`config.mk`:
```
export PLATFORM = sky130hd
export DESIGN_NAME = demux_dispatcher_flat
export DESIGN_NICKNAME = d
export VERILOG_FILES = /design/src/rtl/demux_dispatch_pkg.sv /design/src/rtl/demux_dispatcher_if.sv /design/src/rtl/demux.sv /design/src/rtl/demux_rr_pick.sv /design/src/rtl/demux_dispatcher.sv /design/src/flat_wrapper.sv
export SDC_FILE = /design/constraint.sdc
export NUM_CORES = 1
export LEC_CHECK = 0
export ABC_AREA = 1
export CAP_MARGIN = 20
export CORE_ASPECT_RATIO = 0.8
export CORE_MARGIN = 2
export CORE_UTILIZATION = 38
export DETAILED_ROUTE_END_ITERATION = 8
export PLACE_DENSITY = 0.95
export SETUP_SLACK_MARGIN = 0.4
export SLEW_MARGIN = 40
export SYNTH_ARGS = -nofsm -noshare
export SYNTH_HDL_FRONTEND = slang
export SYNTH_HIERARCHICAL = 1
export SYNTH_SLANG_ARGS = --single-unit
```
`constraint.sdc`:
```
create_clock -name clk -period 2.1 [get_ports clk]
set_input_delay 0.21 -clock clk [delete_from_list [all_inputs] [get_ports clk]]
set_output_delay 0.21 -clock clk [all_outputs]
set_load 0.02 [all_outputs]
```
`src/rtl/demux_dispatch_pkg.sv`:
```
// Shared types and helpers for the demux dispatcher slice.
package demux_dispatch_pkg;

  typedef enum logic {
    IDLE = 1'b0,
    SEND = 1'b1
  } state_t;

  function automatic int lanes(input int sel_bits);
    return 1 << sel_bits;
  endfunction

endpackage

```
`src/rtl/demux_dispatcher_if.sv`:
```
// Producer stream plus per-lane handshake bundle of the demux dispatcher.
interface demux_dispatcher_if
  import demux_dispatch_pkg::*;
#(
  parameter int data_bits = 8,
  parameter int sel_bits  = 2
);
  localparam int n = lanes(sel_bits);

  logic                          in_valid;
  logic                          in_ready;
  logic [data_bits-1:0]          in_data;
  logic [n-1:0]                  out_valid;
  logic [n-1:0]                  out_ready;
  logic [n-1:0][data_bits-1:0]   data_out;
  logic [sel_bits-1:0]           sel;
  logic                          busy;

  // Slave is the dispatcher's view; master is the surrounding producer/consumers.
  modport slave (
    input  in_valid, in_data, out_ready,
    output in_ready, out_valid, data_out, sel, busy
  );

  modport master (
    output in_valid, in_data, out_ready,
    input  in_ready, out_valid, data_out, sel, busy
  );

endinterface

```
`src/rtl/demux.sv`:
```
// Combinational demultiplexer: the selected lane carries din, all other lanes are 0.
module demux
  import demux_dispatch_pkg::*;
#(
  parameter int data_bits = 8,
  parameter int sel_bits  = 2
)
(
  input  logic [data_bits-1:0]                        din,
  input  logic [sel_bits-1:0]                         sel,
  output logic [lanes(sel_bits)-1:0][data_bits-1:0]   dout
);

  always_comb begin
    dout      = '0;
    dout[sel] = din;
  end

endmodule

```
`src/rtl/demux_rr_pick.sv`:
```
// Lane chooser for the dispatcher. With DEMUX_DISPATCH_SKIP_EN it skips to the
// first ready lane at or after ptr; otherwise it is strict round-robin (ptr).
module demux_rr_pick
  import demux_dispatch_pkg::*;
#(
  parameter int sel_bits = 2
)
(
  input  logic [sel_bits-1:0]        ptr,
  input  logic [lanes(sel_bits)-1:0] ready,
  output logic [sel_bits-1:0]        pick
);

`ifdef DEMUX_DISPATCH_SKIP_EN
  logic [sel_bits-1:0] idx;
  logic                found;

  // Falls back to ptr when no lane is ready.
  always_comb begin
    pick  = ptr;
    found = 1'b0;
    idx   = ptr;
    for (int i = 0; i < lanes(sel_bits); i++) begin
      idx = ptr + sel_bits'(i);
      if (!found && ready[idx]) begin
        pick  = idx;
        found = 1'b1;
      end
    end
  end
`else
  logic unused_ready;

  assign unused_ready = ^ready;
  assign pick         = ptr;
`endif

endmodule

```
`src/rtl/demux_dispatcher.sv`:
```
// Round-robin dispatcher: latches one producer word and steers it to a lane
// through the demux. Optional lane skipping via DEMUX_DISPATCH_SKIP_EN.
module demux_dispatcher
  import demux_dispatch_pkg::*;
#(
  parameter int data_bits = 8,
  parameter int sel_bits  = 2
)
(
  input  logic               clk,
  input  logic               rst_n,
  demux_dispatcher_if.slave  bus
);

  localparam int n = lanes(sel_bits);

  state_t                state;
  logic [sel_bits-1:0]   ptr;
  logic [sel_bits-1:0]   ptr_next;
  logic [sel_bits-1:0]   sel_q;
  logic [sel_bits-1:0]   pick;
  logic [data_bits-1:0]  hold_q;
  logic [n-1:0]          valid_dec;
  logic                  in_ready;
  logic                  done;
  logic                  accept;

  assign done     = (state == SEND) && bus.out_ready[sel_q];
  assign in_ready = (state == IDLE) || bus.out_ready[sel_q];
  assign accept   = bus.in_valid && in_ready;

  // A same-cycle reload must choose from the pointer as it stands after this completion.
  assign ptr_next = done ? (sel_q + sel_bits'(1)) : ptr;

  demux_rr_pick #(
    .sel_bits (sel_bits)
  ) u_pick (
    .ptr   (ptr_next),
    .ready (bus.out_ready),
    .pick  (pick)
  );

  always_ff @(posedge clk or negedge rst_n) begin
    if (!rst_n) begin
      state  <= IDLE;
      ptr    <= '0;
      sel_q  <= '0;
      hold_q <= '0;
    end else begin
      ptr <= ptr_next;
      if (accept) begin
        hold_q <= bus.in_data;
        sel_q  <= pick;
        state  <= SEND;
      end else if (done) begin
        state  <= IDLE;
      end
    end
  end

  always_comb begin
    valid_dec = '0;
    if (state == SEND) valid_dec[sel_q] = 1'b1;
  end

  demux #(
    .data_bits (data_bits),
    .sel_bits  (sel_bits)
  ) u_demux (
    .din  (hold_q),
    .sel  (sel_q),
    .dout (bus.data_out)
  );

  assign bus.out_valid = valid_dec;
  assign bus.in_ready  = in_ready;
  assign bus.sel       = sel_q;
  assign bus.busy      = (state == SEND);

endmodule
```
`src/flat_wrapper.sv`:
```
// flat-port wrapper written by rule: the top's interface ports become plain ports
module demux_dispatcher_flat import demux_dispatch_pkg::*;
#(
  parameter int data_bits = 8,
  parameter int sel_bits  = 2
)
  (clk, rst_n, bus_in_valid, bus_in_data, bus_out_ready, bus_in_ready, bus_out_valid, bus_data_out, bus_sel, bus_busy);
  demux_dispatcher_if #(.data_bits(data_bits), .sel_bits(sel_bits)) bus_i ();
  input  logic clk;
  input  logic rst_n;
  input wire logic [$bits(bus_i.in_valid)-1:0] bus_in_valid;
  input wire logic [$bits(bus_i.in_data)-1:0] bus_in_data;
  input wire logic [$bits(bus_i.out_ready)-1:0] bus_out_ready;
  output wire logic [$bits(bus_i.in_ready)-1:0] bus_in_ready;
  output wire logic [$bits(bus_i.out_valid)-1:0] bus_out_valid;
  output wire logic [$bits(bus_i.data_out)-1:0] bus_data_out;
  output wire logic [$bits(bus_i.sel)-1:0] bus_sel;
  output wire logic [$bits(bus_i.busy)-1:0] bus_busy;
  assign bus_i.in_valid = bus_in_valid;
  assign bus_i.in_data = bus_in_data;
  assign bus_i.out_ready = bus_out_ready;
  assign bus_in_ready = bus_i.in_ready;
  assign bus_out_valid = bus_i.out_valid;
  assign bus_data_out = bus_i.data_out;
  assign bus_sel = bus_i.sel;
  assign bus_busy = bus_i.busy;
  demux_dispatcher #(.data_bits(data_bits), .sel_bits(sel_bits)) u_core (.clk(clk), .rst_n(rst_n), .bus(bus_i));
endmodule
```
==> results.yml, run 1 <==
cts:
  hold_buffers: 0
  cts_tree: "built"
  cts.reportedPaths.clkPinSlew_ns: 0.08
  clock-sinks: 13
  cts.htree.levels: 1
  clockBufferDepth: 2
  numCtsBuffers: 3
  worstSkewPairLatency_ns: 0.26
  cts.root.buffer_cell: "clkbuf_4"
sta:
  period_needed_ns: 1.70
  finalMaxSlewViolations: 0
  finalCritPeriodShare: 0.810
  fmaxAchievable_mhz: 588
  setup_violations: 0
  fin_worst_skew_ns: 0.000272
  slew_headroom: 0.627
  finalHoldViolCount: 0
  tightest_slew_ns: 0.558
  tns_ns: 0
  rsz0062_at_grt: "yes"
  whs_ns: 0.300
routing:
  vias: 998
  drc: 0
  wl_per_cell_um: 11.6
  drt_iter0_markers: 32
  antenna_left: 0
  routed_wl_mm: 2.42
  first_pass_iters: 4
  vias_per_cell: 4.78
yosys:
  yosysTopAreaCell: "dfrtp_1"
  synth_most_common_cell: "nand2_1"
  synth.area.top_cells: "dfrtp_1 38%, nand2_1 16%, nor2_1 15%, inv_1 7.1%, nand3_1 6.5%"
  netlist.area_leader.share: 0.382
  synth_edf_count: 0
  synth-seq-area-share: 0.382
  yosysWarnings: 6
  synth_seq_cells: 13
  synthTopCellsByCount: "37 x nand2_1, 33 x nor2_1, 16 x inv_1, 13 x dfrtp_1, 11 x nand3_1"
  async_flop_share: 1.00
  synth_cell_types: 15
  synth_area_sq_um: 851
  synth_cells: 126
  synth_ff_type: "dfrtp_1"
  avgSynthCellArea_sq_um: 6.75
  syn_nets: 145
floorplanning:
  rows: 15
  die_h_um: 46.3
  die-area_sq_um: 2640
  coreArea_sq_um: 2140
  start_util: 0.398
  dieWidth_um: 56.9
  io_pins: 55
cells_and_area:
  num_antenna_cells: 0
  syn_to_final_growth_pct: 64.3
  drive_above_1_share: 0.190
  fillers: 193
  nets: 204
setup_path:
  worstPathArrival_ns: 1.49
  crit_type: "flip-flop to output port"
  worstPathCellList: "clkbuf_2 -> clkdlybuf4s50_1"
  cp_max_fo: 6
  start_kind: "flip-flop"
  cp_slowest_cell: "clkdlybuf4s50_1"
  endpoint_kind: "output port"
  crit_required_ns: 1.89
  slowest_delay_ns: 0.62
flow_run:
  maxCapViolCount: 0
worst_hold_path:
  hold_path.class: "input pin to async pin"
pwr:
  p_comb_frac: 0.687
  p_seq_frac: 0.239
  p_sw_frac: 0.528
  ir_drop_uv: 904
  p_leak_nw: 0.824
  p_clk_frac: 0.074
  power.density_nw_per_um2: 1450
  power.switching_mw: 1.07
  intPower_uw: 959
outcome:
  status: "finished clean"
global_route:
  grt_antenna_before_repair: 0
  grt-ovfl-total: 0
  grt_pass1_vias: 840
  grt_max_degree: 14
  grt_pass1_wl_mm: 3.70
  grt_use_total: 0.178
placement:
  gp_congestion: 0.795
  dp_hpwl_mm: 1.93
  port_buffers: 54
-- registers in the layout, indices dropped and copies added, names as in the netlist --
name             flops
u_core/hold_q        8
u_core/ptr           2
u_core/bus.sel       2
u_core/bus.busy      1
-- worst paths after layout --
check	start	endpoint	slack (ns)	depth (start not counted)
max	u_core/bus.sel[1]	bus_sel[1]	0.40	2
max in group asynchronous	rst_n	u_core/bus.sel[1]	1.40	1
min in group clk	u_core/hold_q[2]	u_core/hold_q[2]	0.49	2
min	rst_n	u_core/hold_q[0]	0.30	1
min reg2reg	u_core/hold_q[2]	u_core/hold_q[2]	0.49	2
max reg2reg	u_core/bus.sel[0]	u_core/hold_q[5]	0.61	9
-- stage by stage --
| step | area, sq um | util | power [mW] | cells | worst slack, ns |
|---|---|---|---|---|---|
| detailed placement | 1390 | 0.647 | 1.96 | 201 | 0.298 |
| floorplan | 851 | - | 1.37 | 126 | 0.664 |
| CTS | 1420 | 0.663 | 2.03 | 207 | 0.232 |
| finish | 1400 | 0.653 | 2.03 | 209 | 0.400 |
| global route | 1400 | 0.653 | 2.19 | 209 | 0.344 |
| global placement | 1390 | 0.647 | 1.90 | 201 | 0.318 |
-- power groups by stage --
stage               logic [mW]  clock network [mW]  registers, mW
detailed placement        1.46                   0          0.492
floorplan                0.881                   0          0.493
global placement          1.42                   0          0.485
CTS                       1.39               0.151          0.490
finish                    1.39               0.151          0.486
global route              1.53               0.159          0.502
-- placed cells by master, fill, tap and decap left out, types with 5 or more instances in the layout --
master	count
clkbuf_2	9
nand2_1	33
clkdlybuf4s50_1	17
clkdlybuf4s15_2	7
nand2_2	5
nand3_1	11
dfrtp_1	11
inv_1	16
dlygate4sd2_1	16
nor2_1	33
-- layer usage --
metal | part of all wire | vias to the layer above | GRT usage
met1 | 0.42 | 469 | 0.236
met4 | 0 | 0 | 0.0140
met3 | 0.067 | 0 | 0.0281
li1 | - | 493 | -
met2 | 0.51 | 36 | 0.326
met5 | 0 | - | 0
-- cells by family (layout without fill, tap and decap cells) --
| logic type | after synthesis | count (layout) | synth area share |
|---|---|---|---|
| AND/OR/NAND/NOR | 85 | 85 | 0.419 |
| buffers and inverters | 22 | 80 | 0.128 |
| flip-flops | 13 | 13 | 0.382 |
| adder cells (fa/ha/maj) | 4 | 4 | 0.0588 |
| AO/OA/AOI/OAI | 2 | 2 | 0.0118 |
-- critical path, delay by kind of cell (launching register included) --
kind | cells | cell delay, ns
buf+inv | 2 | 0.80
flops | 1 | 0.43
-- timing repair --
| item | CTS | global route |
|---|---|---|
| buffers inserted | 2 | 2 |
| resized for setup | 64 | 16 |
| gates cloned | 0 | 0 |
| setup endpoints to repair | 37 | 24 |
-- cell type report --
cell class                      count  area, sq um  area share
Inverter                           17         63.8      0.0457
Multi-Input combinational cell     91          427       0.305
Sequential cell                    13          328       0.235
Timing Repair Buffer               59          522       0.373
Clock buffer                        4         26.3      0.0188
Tap cell                           25         31.3      0.0224
No activity file was read; power rests on OpenSTA's default activity.
==> run 2, diff against run 1 <==
--- a/config.mk
+++ b/config.mk
@@ -9,9 +9,9 @@
 export CAP_MARGIN = 20
 export CORE_ASPECT_RATIO = 0.8
 export CORE_MARGIN = 2
-export CORE_UTILIZATION = 38
+export CORE_UTILIZATION = 36
 export DETAILED_ROUTE_END_ITERATION = 8
-export PLACE_DENSITY = 0.95
+export PLACE_DENSITY = 0.92
 export SETUP_SLACK_MARGIN = 0.4
 export SLEW_MARGIN = 40
 export SYNTH_ARGS = -nofsm -noshare
==> constraint.sdc (replaced) <==
create_clock -name clk -period 1.6 [get_ports clk]
set_input_delay 0.16 -clock clk [delete_from_list [all_inputs] [get_ports clk]]
set_output_delay 0.16 -clock clk [all_outputs]
set_load 0.02 [all_outputs]
==> run 2 against run 1 <==
Against the previous run:
- clock skew is 0.0021 ns higher
- non-clock buffer count is 8 higher
- wire length is 35% higher
- power is 59% higher
- flip-flop and latch count stayed put
- sequential power is 41% higher
- critical path depth is 7 higher
- critical path type is now flip-flop to flip-flop
- final area is 9.3% higher
- via count is 12% higher
- largest cell class unchanged
- setup slack worse by 0.30 ns
- first-iteration DRC count is 84% higher
- highest routed layer is now met4
- die area is 5.1% higher
==> results.yml, run 2 (synthesis results as in run 1) <==
outcome:
  status: "finished clean"
floorplanning:
  start_util: 0.387
  io_pins: 55
  coreArea_sq_um: 2200
  rows: 15
  die-area_sq_um: 2770
  dieWidth_um: 58.4
  die_h_um: 47.5
placement:
  dp_hpwl_mm: 2.00
  dpl_cell_area_sq_um: 1430
  pre_cts_slack_ns: -0.0938
  gp_congestion: 0.786
  port_buffers: 54
pwr:
  p_leak_nw: 0.857
  ir_drop_uv: 1350
  power.density_nw_per_um2: 2120
routing:
  vias: 1113
  first_pass_iters: 4
  routed_wl_mm: 3.25
  wl_per_cell_um: 14.9
  drc: 0
  vias_per_cell: 5.11
  drt_iter0_markers: 59
  antenna_left: 0
setup_path:
  rr_worst_depth: 9
  crit_required_ns: 1.76
  path_delay_family: "simple AND/OR/NAND/NOR gates"
  crit_type: "flip-flop to flip-flop"
  cp_max_fo: 6
  critPathBufInv: 2
  cp_slowest_cell: "dfrtp_2"
  cpMostUsedCell: "nand2_1"
  start_kind: "flip-flop"
  worstPathArrival_ns: 1.66
  cp.depth: 9
  endpoint_kind: "flip-flop"
  slowest_delay_ns: 0.47
  worstPathCellList: "buf_6 -> nand2_4 -> nand3_2 -> nand2_2 -> buf_4 -> o21ai_2 -> nand2_1 -> nand3_1 -> nand2_1"
worst_hold_path:
  hold_path.class: "input pin to async pin"
cts:
  cts.reportedPaths.clkPinSlew_ns: 0.08
  numCtsBuffers: 3
  cts.htree.levels: 1
  clock-sinks: 13
  worstSkewPairLatency_ns: 0.27
  cts.root.buffer_cell: "clkbuf_4"
  hold_buffers: 0
  clockBufferDepth: 2
  cts_tree: "built"
cells_and_area:
  final_common_cell: "nor2_1"
  nets: 213
  syn_to_final_growth_pct: 79.6
  ff_latch_area_sq_um: 329
  num_antenna_cells: 0
  final_cell_area_sq_um: 1530
  multiInputGateArea_sq_um: 522
  regMostFlops: "u_core/hold_q"
  largest_reg_flops: 8
  fillers: 179
  drive_above_1_share: 0.446
  most-common-layout-cells: "30 x nor2_1, 28 x buf_4, 28 x nand2_1, 14 x clkdlybuf4s50_1"
sta:
  rsz0062_at_grt: "yes"
  period_needed_ns: 1.50
  tightest_slew_ns: 0.616
  whs_ns: 0.254
  finalHoldViolCount: 0
  fin_worst_skew_ns: 0.00240
  setup_violations: 0
  fin_ws_ns: 0.0967
  slew_headroom: 0.588
  finalCritPeriodShare: 0.940
  fmaxAchievable_mhz: 665
  finalMaxSlewViolations: 0
global_route:
  grt_max_degree: 14
  grt_pass1_wl_mm: 4.33
  grt-ovfl-total: 0
  grt_pass1_vias: 927
  grt_antenna_before_repair: 0
  grt_use_total: 0.209
flow_run:
  maxCapViolCount: 0
-- run 2: cell count changes in the layout (fill, tap and decap cells not counted), moves of 4 or more --
cell / delta
clkbuf_2: -9
buf_6: +12
buf_4: +24
dlygate4sd2_1: -16
clkdlybuf4s15_1: -4
buf_2: +12
clkdlybuf4s15_2: -7
nand2_1: -5
-- run 2: per-stage QoR --
stage	power, mW	TNS, ns	util	std cells
floorplan	1.82	0	-	126
global placement	2.60	-0.0651	0.650	206
detailed placement	2.69	-0.446	0.650	206
CTS	2.97	0	0.662	215
global route	3.43	0	0.696	218
finish	3.23	0	0.696	218
-- run 2: power by group --
part	total, mW	internal [mW]	switching (mW)
clock	0.199	0.0965	0.102
sequential	0.683	0.496	0.188
combinational	2.35	0.934	1.42
-- run 2: area by class of cell --
cell class | instances | area share
tap | 25 | 0.0205
clock buffer | 4 | 0.0172
sequential | 13 | 0.215
multi-input combinational | 92 | 0.342
timing repair buffer | 67 | 0.360
inverter | 17 | 0.0450
-- run 2: path summary, 6_finish.rpt --
kind                                         from                 to  slack, ns
worst max-delay path            u_core/bus.sel[0]  u_core/bus.sel[0]        0.1
worst min-delay path                        rst_n   u_core/hold_q[2]       0.25
worst max register to register  u_core/bus.sel[0]  u_core/bus.sel[0]        0.1
worst min register to register   u_core/hold_q[1]   u_core/hold_q[1]       0.48
max in group asynchronous                   rst_n    u_core/bus.busy       0.94
min in group clk                   bus_in_data[1]   u_core/hold_q[1]       0.44
-- run 2: worst register-to-register path, stage by stage, from the launching register on --
cell     delay, ns
dfrtp_2       0.47
buf_6         0.15
nand2_4       0.05
nand3_2       0.06
nand2_2       0.07
buf_4         0.16
o21ai_2       0.13
nand2_1       0.11
nand3_1       0.11
nand2_1       0.08
-- run 2: what timing repair did --
action                     4_1_cts  5_1_grt
resized for setup              212       20
setup endpoints to repair       53       53
cloned                           1        0
pin swaps                        5        4
buffers inserted                 4        3
-- run 2: layer usage --
layer,part of all wire,track usage
met1,0.37,0.266
met2,0.49,0.357
met3,0.11,0.0378
met4,0.027,0.0977
met5,0,0
